[src/rtl/jk_ff_exerciser_if.sv]
// Pin bundle between the JK exerciser, the flip-flop under test and the board-level start/status.
// Latency: none, wiring only.
// Backpressure: none; every signal is a plain level.
interface jk_ff_exerciser_if;
  logic       Start;
  logic       Q_in;
  logic       Qn_in;
  logic       nPr_out;
  logic       nClr_out;
  logic       J_out;
  logic       K_out;
  logic       FF_Clk_out;
  logic       Busy;
  logic       Done;
  logic       Pass;
  logic [3:0] ErrCount;
  logic [3:0] FailStep;
  logic [3:0] StepIdx;

  // Exerciser side: drives the flip-flop pins and status, reads Start and Q/Qn.
  modport master (
    input  Start, Q_in, Qn_in,
    output nPr_out, nClr_out, J_out, K_out, FF_Clk_out,
    output Busy, Done, Pass, ErrCount, FailStep, StepIdx
  );

  // Board/flip-flop side: the mirror image.
  modport slave (
    output Start, Q_in, Qn_in,
    input  nPr_out, nClr_out, J_out, K_out, FF_Clk_out,
    input  Busy, Done, Pass, ErrCount, FailStep, StepIdx
  );
endinterface

[src/rtl/jk_ff_exerciser.sv]
// Purpose: drives a fixed ten-step clear/preset/hold/reset/set/toggle sequence onto a JK flip-flop and checks Q/Qn after each step.
// Latency: Start sampled at edge N -> SETUP from N+1; each step is 2*SETTLE_CYCLES+PULSE_CYCLES+1 cycles; Done at N+1+10*step.
// Backpressure: none; Start edges while Busy are ignored. Define JK_EXER_SYNC_EN to synchronize Q_in/Qn_in (needs SETTLE_CYCLES >= 3).
module jk_ff_exerciser #(
  parameter int SETTLE_CYCLES = 4,
  parameter int PULSE_CYCLES  = 4
) (
  input  logic              Clk,
  input  logic              nReset,
  jk_ff_exerciser_if.master io
);

  localparam int CNT_MAX = (SETTLE_CYCLES > PULSE_CYCLES) ? SETTLE_CYCLES : PULSE_CYCLES;
  localparam int CNT_W   = (CNT_MAX > 1) ? $clog2(CNT_MAX) : 1;

  localparam logic [CNT_W-1:0] SETTLE_LAST = CNT_W'(SETTLE_CYCLES - 1);
  localparam logic [CNT_W-1:0] PULSE_LAST  = CNT_W'(PULSE_CYCLES - 1);
  localparam logic [3:0]       LAST_STEP   = 4'd9;
  localparam logic [3:0]       NO_FAIL     = 4'hF;

  typedef enum logic [2:0] {
    S_IDLE,
    S_SETUP,
    S_PULSE,
    S_HOLD,
    S_CHECK,
    S_DONE
  } state_t;

  // Step table: J and K for each step (steps 0/1 are async pulses with J=K=0).
  function automatic logic step_j(input logic [3:0] s);
    case (s)
      4'd5, 4'd6, 4'd7, 4'd8, 4'd9: step_j = 1'b1;
      default:                      step_j = 1'b0;
    endcase
  endfunction

  function automatic logic step_k(input logic [3:0] s);
    case (s)
      4'd3, 4'd6, 4'd7, 4'd8: step_k = 1'b1;
      default:                step_k = 1'b0;
    endcase
  endfunction

  // Expected Q after each step.
  function automatic logic step_exp_q(input logic [3:0] s);
    case (s)
      4'd1, 4'd2, 4'd5, 4'd7, 4'd9: step_exp_q = 1'b1;
      default:                      step_exp_q = 1'b0;
    endcase
  endfunction

  // ---------------------------------------------------------------------------
  // Start edge detection. The first flop registers the pin, the edge is taken
  // between the two registered copies, so a start seen at edge N acts at N+1.
  // ---------------------------------------------------------------------------
  logic start_q, start_d;
  logic start_prev_q, start_prev_d;
  logic start_acc;

  // Next values of the start history.
  always_comb begin
    start_d      = io.Start;
    start_prev_d = start_q;
  end

  // Start history registers.
  always_ff @(posedge Clk) begin
    if (!nReset) begin
      start_q      <= 1'b0;
      start_prev_q <= 1'b0;
    end else begin
      start_q      <= start_d;
      start_prev_q <= start_prev_d;
    end
  end

  // ---------------------------------------------------------------------------
  // Q/Qn into the comparator, optionally through a 2-flop synchronizer. The
  // HOLD phase is long enough for the synchronized copy to settle before CHECK.
  // ---------------------------------------------------------------------------
  logic q_cmp;
  logic qn_cmp;

`ifdef JK_EXER_SYNC_EN
  logic q_s1_q, q_s1_d, q_s2_q, q_s2_d;
  logic qn_s1_q, qn_s1_d, qn_s2_q, qn_s2_d;

  // Synchronizer shift.
  always_comb begin
    q_s1_d  = io.Q_in;
    q_s2_d  = q_s1_q;
    qn_s1_d = io.Qn_in;
    qn_s2_d = qn_s1_q;
  end

  // Synchronizer registers.
  always_ff @(posedge Clk) begin
    if (!nReset) begin
      q_s1_q  <= 1'b0;
      q_s2_q  <= 1'b0;
      qn_s1_q <= 1'b0;
      qn_s2_q <= 1'b0;
    end else begin
      q_s1_q  <= q_s1_d;
      q_s2_q  <= q_s2_d;
      qn_s1_q <= qn_s1_d;
      qn_s2_q <= qn_s2_d;
    end
  end

  assign q_cmp  = q_s2_q;
  assign qn_cmp = qn_s2_q;
`else
  assign q_cmp  = io.Q_in;
  assign qn_cmp = io.Qn_in;
`endif

  // ---------------------------------------------------------------------------
  // Sequencer FSM
  // ---------------------------------------------------------------------------
  state_t           state_q, state_d;
  logic [CNT_W-1:0] cnt_q, cnt_d;
  logic [3:0]       step_q, step_d;

  assign start_acc = start_q & ~start_prev_q & ((state_q == S_IDLE) | (state_q == S_DONE));

  // State register with phase counter and step index.
  always_ff @(posedge Clk) begin
    if (!nReset) begin
      state_q <= S_IDLE;
      cnt_q   <= '0;
      step_q  <= '0;
    end else begin
      state_q <= state_d;
      cnt_q   <= cnt_d;
      step_q  <= step_d;
    end
  end

  // Next state: walk SETUP -> PULSE -> HOLD -> CHECK for each of the ten steps.
  always_comb begin
    state_d = state_q;
    cnt_d   = cnt_q;
    step_d  = step_q;
    case (state_q)
      S_IDLE, S_DONE: begin
        if (start_acc) begin
          state_d = S_SETUP;
          cnt_d   = '0;
          step_d  = '0;
        end
      end
      S_SETUP: begin
        if (cnt_q == SETTLE_LAST) begin
          state_d = S_PULSE;
          cnt_d   = '0;
        end else begin
          cnt_d = cnt_q + CNT_W'(1);
        end
      end
      S_PULSE: begin
        if (cnt_q == PULSE_LAST) begin
          state_d = S_HOLD;
          cnt_d   = '0;
        end else begin
          cnt_d = cnt_q + CNT_W'(1);
        end
      end
      S_HOLD: begin
        if (cnt_q == SETTLE_LAST) begin
          state_d = S_CHECK;
          cnt_d   = '0;
        end else begin
          cnt_d = cnt_q + CNT_W'(1);
        end
      end
      S_CHECK: begin
        cnt_d = '0;
        if (step_q == LAST_STEP) begin
          state_d = S_DONE;
        end else begin
          state_d = S_SETUP;
          step_d  = step_q + 4'd1;
        end
      end
      default: begin
        state_d = S_IDLE;
        cnt_d   = '0;
        step_d  = '0;
      end
    endcase
  end

  // ---------------------------------------------------------------------------
  // Outputs are decoded from the next state and registered, so the flip-flop
  // clock and async pins change only on state boundaries and never glitch.
  // ---------------------------------------------------------------------------
  logic       npr_q, npr_d;
  logic       nclr_q, nclr_d;
  logic       j_q, j_d;
  logic       k_q, k_d;
  logic       ffclk_q, ffclk_d;
  logic       busy_q, busy_d;
  logic       done_q, done_d;
  logic       pass_q, pass_d;
  logic [3:0] err_q, err_d;
  logic [3:0] fail_q, fail_d;
  logic [3:0] step_idx_q, step_idx_d;
  logic       mismatch;

  assign mismatch = (q_cmp != step_exp_q(step_q)) | (qn_cmp != ~step_exp_q(step_q));

  // Output decode plus error accounting at the end of CHECK.
  always_comb begin
    npr_d      = 1'b1;
    nclr_d     = 1'b1;
    j_d        = 1'b0;
    k_d        = 1'b0;
    ffclk_d    = 1'b0;
    busy_d     = 1'b0;
    done_d     = 1'b0;
    pass_d     = 1'b0;
    err_d      = err_q;
    fail_d     = fail_q;
    step_idx_d = step_d;

    if (start_acc) begin
      err_d  = 4'd0;
      fail_d = NO_FAIL;
    end

    if ((state_q == S_CHECK) && mismatch) begin
      err_d = (err_q == 4'hF) ? 4'hF : err_q + 4'd1;
      if (fail_q == NO_FAIL) begin
        fail_d = step_q;
      end
    end

    case (state_d)
      S_SETUP, S_PULSE, S_HOLD, S_CHECK: begin
        busy_d = 1'b1;
        j_d    = step_j(step_d);
        k_d    = step_k(step_d);
        if (state_d == S_PULSE) begin
          if (step_d == 4'd0) begin
            nclr_d = 1'b0;
          end else if (step_d == 4'd1) begin
            npr_d = 1'b0;
          end else begin
            ffclk_d = 1'b1;
          end
        end
      end
      S_DONE: begin
        done_d = 1'b1;
        pass_d = (err_d == 4'd0);
      end
      default: begin
        busy_d = 1'b0;
      end
    endcase
  end

  // Output and result registers.
  always_ff @(posedge Clk) begin
    if (!nReset) begin
      npr_q      <= 1'b1;
      nclr_q     <= 1'b1;
      j_q        <= 1'b0;
      k_q        <= 1'b0;
      ffclk_q    <= 1'b0;
      busy_q     <= 1'b0;
      done_q     <= 1'b0;
      pass_q     <= 1'b0;
      err_q      <= 4'd0;
      fail_q     <= NO_FAIL;
      step_idx_q <= 4'd0;
    end else begin
      npr_q      <= npr_d;
      nclr_q     <= nclr_d;
      j_q        <= j_d;
      k_q        <= k_d;
      ffclk_q    <= ffclk_d;
      busy_q     <= busy_d;
      done_q     <= done_d;
      pass_q     <= pass_d;
      err_q      <= err_d;
      fail_q     <= fail_d;
      step_idx_q <= step_idx_d;
    end
  end

  assign io.nPr_out    = npr_q;
  assign io.nClr_out   = nclr_q;
  assign io.J_out      = j_q;
  assign io.K_out      = k_q;
  assign io.FF_Clk_out = ffclk_q;
  assign io.Busy       = busy_q;
  assign io.Done       = done_q;
  assign io.Pass       = pass_q;
  assign io.ErrCount   = err_q;
  assign io.FailStep   = fail_q;
  assign io.StepIdx    = step_idx_q;

endmodule

[src/flat_wrapper.sv]
// flat-port wrapper written by rule: the top's interface ports become plain ports
module jk_ff_exerciser_flat 
#(
  parameter int SETTLE_CYCLES = 4,
  parameter int PULSE_CYCLES  = 4
)
  (Clk, nReset, io_Start, io_Q_in, io_Qn_in, io_nPr_out, io_nClr_out, io_J_out, io_K_out, io_FF_Clk_out, io_Busy, io_Done, io_Pass, io_ErrCount, io_FailStep, io_StepIdx);
  jk_ff_exerciser_if io_i ();
  input  logic Clk;
  input  logic nReset;
  input wire logic [$bits(io_i.Start)-1:0] io_Start;
  input wire logic [$bits(io_i.Q_in)-1:0] io_Q_in;
  input wire logic [$bits(io_i.Qn_in)-1:0] io_Qn_in;
  output wire logic [$bits(io_i.nPr_out)-1:0] io_nPr_out;
  output wire logic [$bits(io_i.nClr_out)-1:0] io_nClr_out;
  output wire logic [$bits(io_i.J_out)-1:0] io_J_out;
  output wire logic [$bits(io_i.K_out)-1:0] io_K_out;
  output wire logic [$bits(io_i.FF_Clk_out)-1:0] io_FF_Clk_out;
  output wire logic [$bits(io_i.Busy)-1:0] io_Busy;
  output wire logic [$bits(io_i.Done)-1:0] io_Done;
  output wire logic [$bits(io_i.Pass)-1:0] io_Pass;
  output wire logic [$bits(io_i.ErrCount)-1:0] io_ErrCount;
  output wire logic [$bits(io_i.FailStep)-1:0] io_FailStep;
  output wire logic [$bits(io_i.StepIdx)-1:0] io_StepIdx;
  assign io_i.Start = io_Start;
  assign io_i.Q_in = io_Q_in;
  assign io_i.Qn_in = io_Qn_in;
  assign io_nPr_out = io_i.nPr_out;
  assign io_nClr_out = io_i.nClr_out;
  assign io_J_out = io_i.J_out;
  assign io_K_out = io_i.K_out;
  assign io_FF_Clk_out = io_i.FF_Clk_out;
  assign io_Busy = io_i.Busy;
  assign io_Done = io_i.Done;
  assign io_Pass = io_i.Pass;
  assign io_ErrCount = io_i.ErrCount;
  assign io_FailStep = io_i.FailStep;
  assign io_StepIdx = io_i.StepIdx;
  jk_ff_exerciser #(.SETTLE_CYCLES(SETTLE_CYCLES), .PULSE_CYCLES(PULSE_CYCLES)) u_core (.Clk(Clk), .nReset(nReset), .io(io_i));
endmodule
[config.mk]
export PLATFORM = sky130hd
export DESIGN_NAME = jk_ff_exerciser_flat
export DESIGN_NICKNAME = d
export VERILOG_FILES = /design/src/rtl/jk_ff_exerciser_if.sv /design/src/rtl/jk_ff_exerciser.sv /design/src/flat_wrapper.sv
export SDC_FILE = /design/constraint.sdc
export NUM_CORES = 1
export LEC_CHECK = 0
export CORE_UTILIZATION = 40
export CTS_CLUSTER_SIZE = 12
export DETAILED_ROUTE_END_ITERATION = 8
export PLACE_DENSITY = 0.65
export SYNTH_ARGS = -nofsm -noshare
export SYNTH_HDL_FRONTEND = slang
export SYNTH_SLANG_ARGS = --single-unit
[constraint.sdc]
create_clock -name Clk -period 1.87 [get_ports Clk]
set_input_delay 0.374 -clock Clk [delete_from_list [all_inputs] [get_ports Clk]]
set_output_delay 0.374 -clock Clk [all_outputs]
set_load 0.005 [all_outputs]
### Word-level counts from Yosys, hierarchy flattened

Cells that the tools add are included.

* $add $sub $neg: 3
* multipliers: 0
* div/mod/pow operators: 0
* order comparisons: 0
* eq/ne operators: 28
* shift operators: 0
* multiplexer cells: 25
* bitwise operators: 9
* reductions and logical operators: 14

Operator list (number)
* $mux 4: 8
* $eq 4x3->1 const B: 5
* $eq 4x4->1 const B: 5
* $mux 3: 5
* $pmux 3 s5: 1
* $eq 3x2->1 const B: 4
* $eq 3x3->1 const B: 4
* $pmux 4 s3: 1
* $reduce_or 4->1: 3
* $reduce_or 5->1: 2
* $add 4x1->4 const B: 2
* $eq 4x1->1 const B: 2
* $eq 4x2->1 const B: 2
* $logic_not 4->1: 2
* $mux 1: 7
* $eq 3x1->1 const B: 2
* $not 1->1: 5
* $mux 2: 2
* $pmux 2 s2: 1
* $reduce_and 2->1: 2
* $logic_not 3->1: 1
* $reduce_and 3->1: 1
* $reduce_or 3->1: 1
* $add 2x1->2 const B: 1
* other kinds (7): 10

* register bits after elaboration: 27
* latch bits: 0
* memory bits (writable): 0
* ROM bits: 0
* input bits: 5
* output and inout bits: 20
* logic and storage cells: 94
* memories: 0

### Logic depth before layout (Yosys ltp)

* depth in word-level cells: 9
* mapped depth: 8
* depth with buffers taken out: 8

### Worst setup path after synthesis

OpenSTA, ideal clock, no wires.

* kind: register to register
* start: register u_core.step_q[0]
* end: register u_core.pass_q, in the netlist u_core.io.Pass
* setup time: 0.096 ns
* data arrival time: 1.889 ns
* slack: -0.115 ns
* stages on the path, launching flop included: 9
* clock period less this slack: 1.985 ns
* cell sequence: dfxtp_1 -> inv_1 -> ha_1 -> mux2i_1 -> a221oi_1 -> a211oi_1 -> mux2i_1 -> nand2_1 -> nor4b_1

* longest elaborated chain between the ends: 9
* elaborated cells between the ends (all ways): 18
* those cells by class: eq/ne (8); mux (4); bitwise (2); reduce/logical (4)

Ends and longest elaborated chain
* start: declaration: line jk_ff_exerciser.sv:124 `logic [3:0] step_q, step_d;`
* start signal: assignment: line jk_ff_exerciser.sv:137 `step_q <= step_d;`
* $eq 4x1->1, or another cell as far along: line jk_ff_exerciser.sv:47 `case (s)`
* $reduce_or 5->1: line jk_ff_exerciser.sv:47
* $mux 1: line jk_ff_exerciser.sv:47
* $not 1->1: line jk_ff_exerciser.sv:212 `assign mismatch = (q_cmp != step_exp_q(step_q)) | (qn_cmp != ~step_exp_q(step_q));`
* $ne 1x1->1: line jk_ff_exerciser.sv:212
* $or 1x1->1: line jk_ff_exerciser.sv:212
* $logic_and 1x1->1: line jk_ff_exerciser.sv:233 `if ((state_q == S_CHECK) && mismatch) begin`
* $mux 4: line jk_ff_exerciser.sv:233
* $logic_not 4->1: line jk_ff_exerciser.sv:257 `pass_d = (err_d == 4'd0);`
* end signal: assignment: line jk_ff_exerciser.sv:287 `pass_q <= pass_d;`
* end: declaration: line jk_ff_exerciser.sv:206 `logic pass_q, pass_d;`

Parallel ways exist; a longest one is shown, timed or not.
A chain may end at the register's enable or synchronous reset.

### Worst setup path after layout

* start: register u_core.step_q[1]
* end: register u_core.err_q[1], in the netlist u_core.io.ErrCount[1]

* longest elaborated chain between the ends: 8
* elaborated cells between the ends (all ways): 13
* those cells by class: eq/ne (7); mux (2); bitwise (2); reduce/logical (2)

Ends and longest elaborated chain
* $eq 4x1->1, or another cell as far along: line jk_ff_exerciser.sv:47
* $reduce_or 5->1 (*): line jk_ff_exerciser.sv:47
* $mux 1 (*): line jk_ff_exerciser.sv:47
* $not 1->1: line jk_ff_exerciser.sv:212
* $ne 1x1->1: line jk_ff_exerciser.sv:212
* $or 1x1->1 (*): line jk_ff_exerciser.sv:212
* $logic_and 1x1->1 (*): line jk_ff_exerciser.sv:233
* $mux 4 (*): line jk_ff_exerciser.sv:233
* end signal: assignment: line jk_ff_exerciser.sv:288 `err_q <= err_d;`
* end: declaration: line jk_ff_exerciser.sv:207 `logic [3:0] err_q, err_d;`

Every way passes the cells marked *; elsewhere a longest branch is shown, timed or not.

==> parameters.txt <==
Parameter                              Value

Pwr
  Internal    0.7129 mW
  P per Cell Area    406.8 nW/um2
  VDD IR-drop max    0.3425 mV
  Leak pwr    0.9454 nW
  Combinational share of power    11.2%
  Switching part of the total    24.54%
  Power share of the sequential group    61.8%
  Clock group share of total power    27.0%
  Net switching power of the design    0.2318 mW

Synthesis
  Cell accounting for the most synthesized area    sky130_fd_sc_hd__dfxtp_1
  Yosys warning total    0
  Number of distinct library cells after synthesis    49
  Synth top area cells    sky130_fd_sc_hd__dfxtp_1 37%, sky130_fd_sc_hd__ha_1 4.3%, sky130_fd_sc_hd__nand2_1 3.6%
  Synth Instances    173
  Post-synthesis sequential element count    27
  Most numerous cell in the Yosys netlist    sky130_fd_sc_hd__dfxtp_1
  Avg Cell Area, Syn    8.476 um2
  Share of the synthesized area in the top cell type    36.86%
  Count of flip-flops with a built-in enable after synthesis    0
  Cell Area, Synth    1466 um2
  Sequential fraction of the synthesis area    36.86%
  Most frequently used flop master after synthesis    sky130_fd_sc_hd__dfxtp_1
  Cell types with the highest counts after synthesis    27 x sky130_fd_sc_hd__dfxtp_1, 14 x sky130_fd_sc_hd__nand2_1, 12 x sky130_fd_sc_hd__nor2_1, 10 x sky130_fd_sc_hd__inv_1, 9 x sky130_fd_sc_hd__nand3_1
  Net Count, Synth    183
  Share of synthesized registers carrying an async set or reset    0%

Global routing
  Maximum number of pins on one net before global-route repair    16
  First-pass GRT wire length    7120 um
  Number of global-route vias before repair    1591
  GRT Overall Usage    22.42%
  Number of antenna violations at the first check in global routing    0
  Remaining global-route overflow    0

Drt
  Routed met1 length    1798 um
  Via Count    1583
  Met3 layer wire length in the routed design    142 um
  Vias/cell    5.478
  Detailed-route wire length per cell    14.37 um
  First-pass iteration count of the detailed router    5
  Met2 routed wirelength    2152 um
  Initial drt markers    71
  Count of antenna-violating nets left after detailed routing    0
  Wire length reported by the detailed router    4152 um
  DRC violations left    0
  Top layer in use    met4

Final layout
  Fillers    282
  Core Util, Final    67.99%
  Fraction of final layout cells with drive strength greater than 1    35.80%
  Area occupied by registers    559.3 um2
  Final net count    254
  Number of diodes added for antenna fixing    0
  Area added between synthesis and finish    58.36%
  Area occupied by multi-input gates    1021 um2

Clock network
  TritonCTS clock tree    built
  CTS Buf Count    3
  H-tree depth    1
  Sink count of the clock tree    27
  Clock input transition at the sequential cells of the worst setup and hold paths    0.14 ns
  Clock latency on the worst-skew pair    0.33 ns
  Number of buffers inserted for hold repair after clock tree synthesis    0
  Maximum buffer depth of the clock tree    2
  Root buf cell    sky130_fd_sc_hd__clkbuf_4

Critical path
  Setup crit start kind    flop
  Start point of the critical path    u_core.step_q[1]
  Worst reg2reg startpoint    u_core.step_q[1]
  R2r endpoint    u_core.io.ErrCount[1]
  Biggest fanout along the worst timing path    5
  Worst R2R Setup Slack    -0.07 ns
  Endpoint arrival time on the critical path    2.23 ns
  Kind of end point of the critical path    flop
  Worst Setup Path Type    flop to flop
  Number of cell instances on the worst register-to-register path    8
  Required time of the worst setup path    2.16 ns
  Crit path capture    u_core.io.ErrCount[1]

Place
  Final Wtd Congestion    0.8502
  IO buf count    24
  Post-DP HPWL    2937 um

STA
  Total setup violations reported at the end of the flow    5
  Sum Neg Setup Slack    -0.1818 ns
  Slew headroom    64.56%
  Worst Hold Slack    0.5297 ns
  Final hold viol count    0
  Maximum clock frequency    515.5 MHz
  Final worst-path cycle share    103.7%
  Minimum period implied by the final worst setup slack    1.940 ns
  Worst clock skew    0.001643 ns
  Slew at the pin closest to its max-slew limit    0.5276 ns
  Setup repair after global routing missed its margin    true
  Max-slew violation total from the final report    0
  Worst Slack Setup Final    -0.06993 ns

Outcome
  Outcome    finished, violations left
  Violated checks    setup timing

Floorplanning
  Die area    3912 um2
  CORE AREA    3416 um2
  I/O pin cnt    25
  Number of placement rows    21
  Effective utilization at floorplan    42.93%
  Die H    62.55 um
  Die Span X    62.55 um

Min path
  Worst min path class    flop to flop

Run
  Max-capacitance violation count    0
[state kept, by name, summed over array words and instances (netlist names)]
| signal | cells |
|---|---|
| u_core.cnt_q | 2 |
| u_core.io.nClr_out | 1 |
| u_core.state_q | 3 |
| u_core.io.Busy | 1 |
| u_core.start_prev_q | 1 |
| u_core.io.Done | 1 |
| u_core.io.FF_Clk_out | 1 |
| u_core.io.ErrCount | 4 |
| u_core.start_prev_d | 1 |
| u_core.step_q | 4 |
| u_core.io.K_out | 1 |
| u_core.io.Pass | 1 |
| u_core.io.nPr_out | 1 |
| u_core.io.FailStep | 4 |
| u_core.io.J_out | 1 |
[worst min-delay path by stage]
| stage | from | to | slack [ns] | cells past startpoint |
|---|---|---|---|---|
| after global routing | u_core.io.FailStep[3] | u_core.io.FailStep[3] | 0.56 | 2 |
| after CTS | u_core.io.FailStep[0] | u_core.io.FailStep[0] | 0.53 | 2 |
| after detailed placement | u_core.io.FailStep[0] | u_core.io.FailStep[0] | 0.49 | 2 |
| after floorplan | u_core.start_prev_d | u_core.start_prev_q | 0.46 | 1 |
| final | u_core.io.FailStep[0] | u_core.io.FailStep[0] | 0.53 | 2 |
| after global placement | u_core.io.FailStep[1] | u_core.io.FailStep[1] | 0.49 | 2 |
[logic make-up (layout without fill, tap and decap cells)]
| logic type | after synthesis | in the layout | synth area share [%] |
|---|---|---|---|
| flip-flops | 27 | 27 | 36.86 |
| buffers and inverters | 17 | 87 | 5.290 |
| adder cells (fa/ha/maj) | 5 | 5 | 4.266 |
| multiplexers | 4 | 4 | 2.730 |
| AO/OA/AOI/OAI | 44 | 44 | 21.59 |
| AND/OR/NAND/NOR | 74 | 74 | 28.07 |
| XOR/XNOR | 2 | 2 | 1.195 |
[layout make-up]
| class | count | share of cell area (%) |
|---|---|---|
| timing repair buffer | 73 | 26.45 |
| clock buffer | 3 | 0.9698 |
| clock inverter | 1 | 0.2155 |
| tap | 46 | 2.478 |
| multi-input combinational | 129 | 43.97 |
| inverter | 10 | 1.832 |
| sequential | 27 | 24.08 |
[what timing repair did]
action / 4_1_cts / 5_1_grt
gates resized for setup: 31 / 16
setup buffers: 13 / 4
endpoints found under the setup margin: 10 / 13
pin swaps: 17 / 13
[power by group through the flow]
stage	Combinational (mW)	Clock [mW]	Sequential, mW
floorplan	0.0492	0	0.598
global placement	0.0875	0	0.601
detailed placement	0.0911	0	0.602
CTS	0.102	0.254	0.584
global route	0.115	0.284	0.585
finish	0.105	0.255	0.584
[layout by cell type, fill, tap and decap left out, types with 3 or more instances in the layout]
master	Yosys	final
sky130_fd_sc_hd__a21oi_1	7	6
sky130_fd_sc_hd__a32o_1	4	3
sky130_fd_sc_hd__inv_1	10	8
sky130_fd_sc_hd__ha_4	0	3
sky130_fd_sc_hd__nor2_1	12	12
sky130_fd_sc_hd__o21ai_1	1	5
sky130_fd_sc_hd__nand2_1	14	12
sky130_fd_sc_hd__dfxtp_2	0	3
sky130_fd_sc_hd__dfxtp_4	0	4
sky130_fd_sc_hd__nor3_1	5	4
sky130_fd_sc_hd__nand3_1	9	9
sky130_fd_sc_hd__dfxtp_1	27	20
sky130_fd_sc_hd__and2_1	8	7
sky130_fd_sc_hd__buf_4	1	48
sky130_fd_sc_hd__mux2i_1	4	3
sky130_fd_sc_hd__clkbuf_4	0	3
sky130_fd_sc_hd__nand2b_1	5	4
sky130_fd_sc_hd__o211ai_1	3	3
sky130_fd_sc_hd__clkdlybuf4s50_1	0	23
sky130_fd_sc_hd__nor2b_1	4	4
sky130_fd_sc_hd__o22ai_1	5	4
[metal layers]
metal | track usage, % | vias up
li1 | - | 774
met1 | 25.93 | 757
met2 | 41.58 | 45
met3 | 3.650 | 7
met4 | 6.977 | 0
met5 | 0 | -
[critical path: stages (launching register included)]
cell	delay, ns
sky130_fd_sc_hd__dfxtp_4	0.41
sky130_fd_sc_hd__inv_4	0.06
sky130_fd_sc_hd__ha_4	0.15
sky130_fd_sc_hd__nand2b_4	0.07
sky130_fd_sc_hd__a22o_4	0.27
sky130_fd_sc_hd__o2111a_1	0.28
sky130_fd_sc_hd__a222oi_1	0.36
sky130_fd_sc_hd__buf_4	0.19
sky130_fd_sc_hd__and2_1	0.11
[stage by stage]
step | total power, mW | std cells | cell area, um2 | worst slack (ns)
2_1_floorplan | 0.6474 | 173 | 1476 | 0.008013
3_3_place_gp | 0.6887 | 269 | 1982 | -0.1513
3_5_place_dp | 0.6929 | 269 | 1982 | -0.2703
4_1_cts | 0.9395 | 286 | 2237 | -0.07536
5_1_grt | 0.9841 | 289 | 2322 | -0.1933
6_report | 0.9447 | 289 | 2322 | -0.06993
Note: power is estimated with default switching activity, not from simulation.
